`src/rtl/mul_progressive_iter.sv`:
```
// Iterative signed Q0.(W-1) x Q0.(W-1) multiplier with run-time precision P; optional operand rounding under MUL_PROG_ROUND_EN.
// Latency: P/BPC cycles from accept to out_valid; result always Q1.(2W-2) aligned.
// Backpressure: one op in flight; in_ready low in RUN/DONE, DONE holds until out_ready.
module mul_progressive_iter #(
    parameter int WIDTH = 16,
    parameter int BPC   = 2
) (
    input  logic                 clk,
    input  logic                 rst,
    input  logic                 in_valid,
    output logic                 in_ready,
    input  logic [WIDTH-1:0]     in_a,
    input  logic [WIDTH-1:0]     in_b,
    input  logic [1:0]           in_prec,
    output logic                 out_valid,
    input  logic                 out_ready,
    output logic [2*WIDTH-1:0]   out_result,
    output logic [1:0]           out_prec,
    output logic                 busy
);
    localparam int W  = WIDTH;
    localparam int AW = $clog2(W);
    localparam int CW = (W / BPC > 2) ? $clog2(W / BPC) : 1;

    typedef enum logic [1:0] {S_IDLE, S_RUN, S_DONE} state_t;

    state_t          r_state;
    logic [W-1:0]    r_a;
    logic [W-1:0]    r_b;
    logic [2*W:0]    r_acc;
    logic [CW-1:0]   r_cnt;
    logic [AW-1:0]   r_amt;
    logic [1:0]      r_prec;

    logic [1:0]      w_eff;
    logic [AW-1:0]   w_shift;
    logic [CW-1:0]   w_cnt0;
    logic [W-1:0]    w_a_q;
    logic [W-1:0]    w_b_q;
    logic [W-1:0]    w_b_t;
    logic            w_last;
    logic [BPC:0]    w_slice;
    logic [W+BPC:0]  w_a_ext;
    logic [W+BPC:0]  w_s_ext;
    logic [W+BPC:0]  w_pp;
    logic [2*W:0]    w_term;
    logic [2*W:0]    w_acc_nxt;

    // Reduce an operand to its top P bits, keeping it aligned at the MSB end.
    function automatic logic [W-1:0] quant(input logic [W-1:0] x, input logic [AW-1:0] s);
        logic [W-1:0] mask;
`ifdef MUL_PROG_ROUND_EN
        logic [W:0] sum;
`endif
        mask = {W{1'b1}} << s;
`ifdef MUL_PROG_ROUND_EN
        if (s == '0) begin
            quant = x;
        end else begin
            sum = {x[W-1], x} + ((W+1)'(1) << (s - 1'b1));
            if (sum[W] != sum[W-1])
                quant = {1'b0, {(W-1){1'b1}}} & mask;
            else
                quant = sum[W-1:0] & mask;
        end
`else
        quant = x & mask;
`endif
    endfunction

    always_comb begin
        w_eff = (in_prec == 2'd3) ? 2'd2 : in_prec;
        case (w_eff)
            2'd0:    begin w_shift = AW'(W - W/4); w_cnt0 = CW'(W/4/BPC - 1); end
            2'd1:    begin w_shift = AW'(W - W/2); w_cnt0 = CW'(W/2/BPC - 1); end
            default: begin w_shift = '0;           w_cnt0 = CW'(W/BPC - 1);   end
        endcase
        w_a_q = quant(in_a, w_shift);
        w_b_q = quant(in_b, w_shift);
        w_b_t = w_b_q >> w_shift;
    end

    // The final slice holds b_t's sign bit, so it is taken as a signed digit.
    always_comb begin
        w_last    = (r_cnt == '0);
        w_slice   = w_last ? {r_b[BPC-1], r_b[BPC-1:0]} : {1'b0, r_b[BPC-1:0]};
        w_a_ext   = {{(BPC+1){r_a[W-1]}}, r_a};
        w_s_ext   = {{W{w_slice[BPC]}}, w_slice};
        w_pp      = w_a_ext * w_s_ext;
        w_term    = {{(W-BPC){w_pp[W+BPC]}}, w_pp} << r_amt;
        w_acc_nxt = r_acc + w_term;
    end

    always_ff @(posedge clk) begin
        if (rst) begin
            r_state    <= S_IDLE;
            in_ready   <= 1'b1;
            out_valid  <= 1'b0;
            busy       <= 1'b0;
            out_result <= '0;
            out_prec   <= '0;
            r_a        <= '0;
            r_b        <= '0;
            r_acc      <= '0;
            r_cnt      <= '0;
            r_amt      <= '0;
            r_prec     <= '0;
        end else begin
            case (r_state)
                S_IDLE: begin
                    if (in_valid) begin
                        r_a      <= w_a_q;
                        r_b      <= w_b_t;
                        r_amt    <= w_shift;
                        r_cnt    <= w_cnt0;
                        r_acc    <= '0;
                        r_prec   <= w_eff;
                        r_state  <= S_RUN;
                        in_ready <= 1'b0;
                        busy     <= 1'b1;
                    end
                end
                S_RUN: begin
                    r_acc <= w_acc_nxt;
                    r_b   <= r_b >> BPC;
                    r_amt <= r_amt + AW'(BPC);
                    if (w_last) begin
                        r_state    <= S_DONE;
                        out_valid  <= 1'b1;
                        out_result <= w_acc_nxt[2*W-1:0];
                        out_prec   <= r_prec;
                    end else begin
                        r_cnt <= r_cnt - 1'b1;
                    end
                end
                S_DONE: begin
                    if (out_ready) begin
                        r_state   <= S_IDLE;
                        out_valid <= 1'b0;
                        busy      <= 1'b0;
                        in_ready  <= 1'b1;
                    end
                end
                default: begin
                    r_state   <= S_IDLE;
                    out_valid <= 1'b0;
                    busy      <= 1'b0;
                    in_ready  <= 1'b1;
                end
            endcase
        end
    end
endmodule

```
`config.mk`:
```
export PLATFORM = sky130hd
export DESIGN_NAME = mul_progressive_iter
export DESIGN_NICKNAME = d
export VERILOG_FILES = /design/src/rtl/mul_progressive_iter.sv
export SDC_FILE = /design/constraint.sdc
export NUM_CORES = 1
export LEC_CHECK = 0
export ABC_AREA = 1
export CORE_ASPECT_RATIO = 0.6
export CORE_UTILIZATION = 30
export DETAILED_ROUTE_END_ITERATION = 16
export GPL_TIMING_DRIVEN = 0
export SYNTH_ARGS = -nofsm -noshare
export SYNTH_HDL_FRONTEND = slang
export SYNTH_SLANG_ARGS = --single-unit
```
`constraint.sdc`:
```
create_clock -name clk -period 13.17 [get_ports clk]
set_input_delay 3.2925 -clock clk [delete_from_list [all_inputs] [get_ports clk]]
set_output_delay 3.2925 -clock clk [all_outputs]
set_load 0.02 [all_outputs]
```
==> metrics.md <==
| Metric | Value |
|---|---|
| Global-route wire length before repair | `about 43 mm` |
| Yosys top cell by area | `dfxtp_1` |
| Synth unique cells | `46` |
| Startpoint Class | `flip-flop` |
| Clock power frac | `27.5%` |
| DR WL/cell | `15.8 um` |
| DR iter-0 viols | `between 800 and 900` |
| Max FO, Critical Path | `9` |
| Worst path max stage delay | `520 ps` |
| Yosys top cell area share | `26.8%` |
| Setup TNS | `0 ps` |
| Synth area leaders | `dfxtp_1 (27%), nand2_1 (14%), ha_1 (10%)` |
| Share of cells above drive strength 1 | `roughly 4.2%` |
| Fraction of registers with async set/reset | `0%` |
| Setup slack after layout | `6520 ps` |
| FF+latch count, synth | `111` |
| Worst clock skew | `around 15 ps` |
| Ant diodes | `0` |
| Clk sink count | `111` |
| Worst R2R Setup Slack | `6520 ps` |
| Clk Latency, worst-skew pair | `380 ps` |
| Final #Nets | `1455` |
| First-pass DRT Iterations | `5` |
| Crit-path most repeated cell | `inv_1` |
| Max VDD drop | `0.0000871 V` |
| Initial Util | `between 30% and 40%` |
| Final number of max-transition violations | `0` |
| Power density cells | `107 mW/mm2` |
| Place WS | `between 6000 and 7000 ps` |
| Share of power burned in combinational logic | `36.1%` |
| Pin count of the biggest net entering global routing | `22` |
| Hold crit path type | `flip-flop to flip-flop` |
| Tcrit/Tclk final | `slightly above 50%` |
| Total power | `roughly 1.0 mW` |
| Core area | `between 0.02 and 0.03 mm2` |
| Vias in the first global route | `7658` |
| Root Driver | `clkbuf_16` |
| Most common cell after layout, fill and taps aside | `nand2_1` |
| Reg power frac | `36.5%` |
| Crit path max-delay cell type | `fa_1` |
| Lkg Pwr | `4.75 nW` |
| Slew @ Worst Pin | `between 700 and 800 ps` |
| Ys Warns | `0` |
| Via count | `8516` |
| Post-CTS sizing | `0` |
| Final Routed Wirelength | `26.8 mm` |
| Chip width | `~220 um` |
| Kind of critical path | `flip-flop to flip-flop` |
| Number of remaining DRC errors | `0` |
| Final hold violations | `0` |
| H-tree depth | `3` |
| Max clock buf depth | `2` |
| Commonest non-fill, non-tap cells in the layout | `nand2_1 (300), inv_1 (151), nor2_1 (132), dfxtp_1 (111), a21oi_1 (109)` |
| Rows | `46` |
| Net Sw Frac | `about two fifths` |
| Post-Syn Instances | `between 1000 and 1500` |
| Num CTS Buffers | `9` |
| Cell Area, Synth | `between 0.008 and 0.009 mm2` |
| Area Growth Syn to Fin | `18.0%` |
| Crit path depth | `31` |
| Ys flop type | `dfxtp_1` |
| CP arrival | `approximately 7000 ps` |
| Net Count, Synth | `1370` |
| Vias per inst | `roughly 5` |
| FMAX | `between 150 and 200 MHz` |
| Post-route ant nets | `0` |
| P_sw | `about 0.42 mW` |
| GRT Total Usage | `between 10% and 20%` |
| Status | `finished clean` |
| Mapped Avg Cell Area | `6.64 um2` |
| Die height | `roughly 130 um` |
| Fill cells | `2880` |
| Antenna violations before repair | `0` |
| RSZ-0062 raised after global routing | `false` |
| Placer Congestion | `0.924` |
| Max transition margin | `53.3%` |
| Sequential fraction of the synthesis area | `26.8%` |
| Buffers on Ports | `74` |
| Hold depth | `2` |
| Post-synth EDFFs | `0` |
| CP Buf/Inv Count | `7` |
| Critical Path RT | `between 10000 and 15000 ps` |
| CTS tree | `done` |
| Internal power | `approximately 0.63 mW` |
| Max_cap viols | `0` |
| Hold_buf cts | `0` |
| Setup Fix Bufs, Post-CTS | `0` |
| Gr ovfl total | `0` |
| Worst-path clk slew | `approximately 80 ps` |
| Hpwl dp | `~22 mm` |
| Die area | `approximately 0.028 mm2` |
| Top-Level Pins | `75` |
| Crit path time final | `6650 ps` |
| Critical path capture point type | `flip-flop` |
| Delay-heaviest family, CP | `compound AO/OA/AOI/OAI gates` |
| Worst reg2reg path depth | `31` |
| Final setup violation count | `0` |
[registers in the layout, indices dropped and copies added, names as in the netlist]
name,count
r_cnt,3
r_prec,2
r_acc,32
r_a,16
out_prec,2
r_amt,3
r_b,16
in_ready,1
out_result,32
r_state,2
out_valid,1
busy,1
[worst min-delay path, delay by kind of cell, from the launching register on]
kind | cells | cell delay [ps]
DFF | 1 | 310
and+or+nand+nor | 2 | 110
[power by group through the flow]
| stage | registers (mW) | logic, mW | clock network (mW) |
|---|---|---|---|
| floorplan | 0.400 | 0.229 | 0 |
| global placement | 0.390 | 0.370 | 0 |
| detailed placement | 0.390 | 0.372 | 0 |
| CTS | 0.382 | 0.374 | 0.296 |
| global route | 0.386 | 0.417 | 0.311 |
| finish | 0.382 | 0.378 | 0.288 |
[metal layers]
metal	wire length (um)	track usage, %	vias to the layer above
li1	-	-	4235
met1	14600	30.9	3963
met2	9860	25.9	300
met3	2070	3.68	18
met4	238	3.60	0
met5	0	0	-
[metrics by stage]
step	area, um2	utilization [%]	hold WS (ps)	std cells
global placement	9480	35.4	432	1682
detailed placement	9480	35.4	438	1682
CTS	9770	36.5	455	1698
floorplan	8280	-	441	1248
global route	9770	36.5	473	1698
finish	9770	36.5	456	1698
[synth_stat cells, drive strengths merged (6+ instances only)]
| master | n |
|---|---|
| a21o | 6 |
| clkbuf | 39 |
| nand2 | 312 |
| xnor2 | 13 |
| a31oi | 8 |
| dfxtp | 111 |
| fa | 18 |
| o21ai | 110 |
| inv | 153 |
| a21oi | 112 |
| nor2 | 132 |
| ha | 66 |
| nand3 | 66 |
| nor3 | 7 |
| or2 | 7 |
| buf | 13 |
| xor2 | 22 |
[area by class of cell]
cell class,count,area (um2),area share [%]
inverters,155,582,5.95
repair buffers,74,741,7.58
clock buffers,9,225,2.30
multi-input cells,930,5270,53.9
clock inverters,7,72.6,0.743
flip-flops and latches,111,2220,22.7
well taps,360,450,4.61
plain buffers,52,213,2.18
[logic make-up (layout without fill, tap and decap cells)]
kind of cell | count (synthesis) | in the layout | share of synthesized area (%)
and+or+nand+nor | 534 | 534 | 26.6
AOI/OAI and AO/OA | 272 | 272 | 18.4
buffers and inverters | 207 | 297 | 9.59
DFF | 111 | 111 | 26.8
adders and majority gates | 84 | 84 | 14.3
xor gates and xnor gates | 35 | 35 | 3.70
muxes | 5 | 5 | 0.604
[worst paths after layout]
check	startpoint	endpoint
min reg2reg	in_ready$_SDFFE_PP1P_	in_ready$_SDFFE_PP1P_
max	r_b[1]$_SDFFE_PP0P_	r_acc[30]$_SDFFE_PP0P_
min	in_ready$_SDFFE_PP1P_	in_ready$_SDFFE_PP1P_
max reg2reg	r_b[1]$_SDFFE_PP0P_	r_acc[30]$_SDFFE_PP0P_
Note: power is estimated with default switching activity, not from simulation.
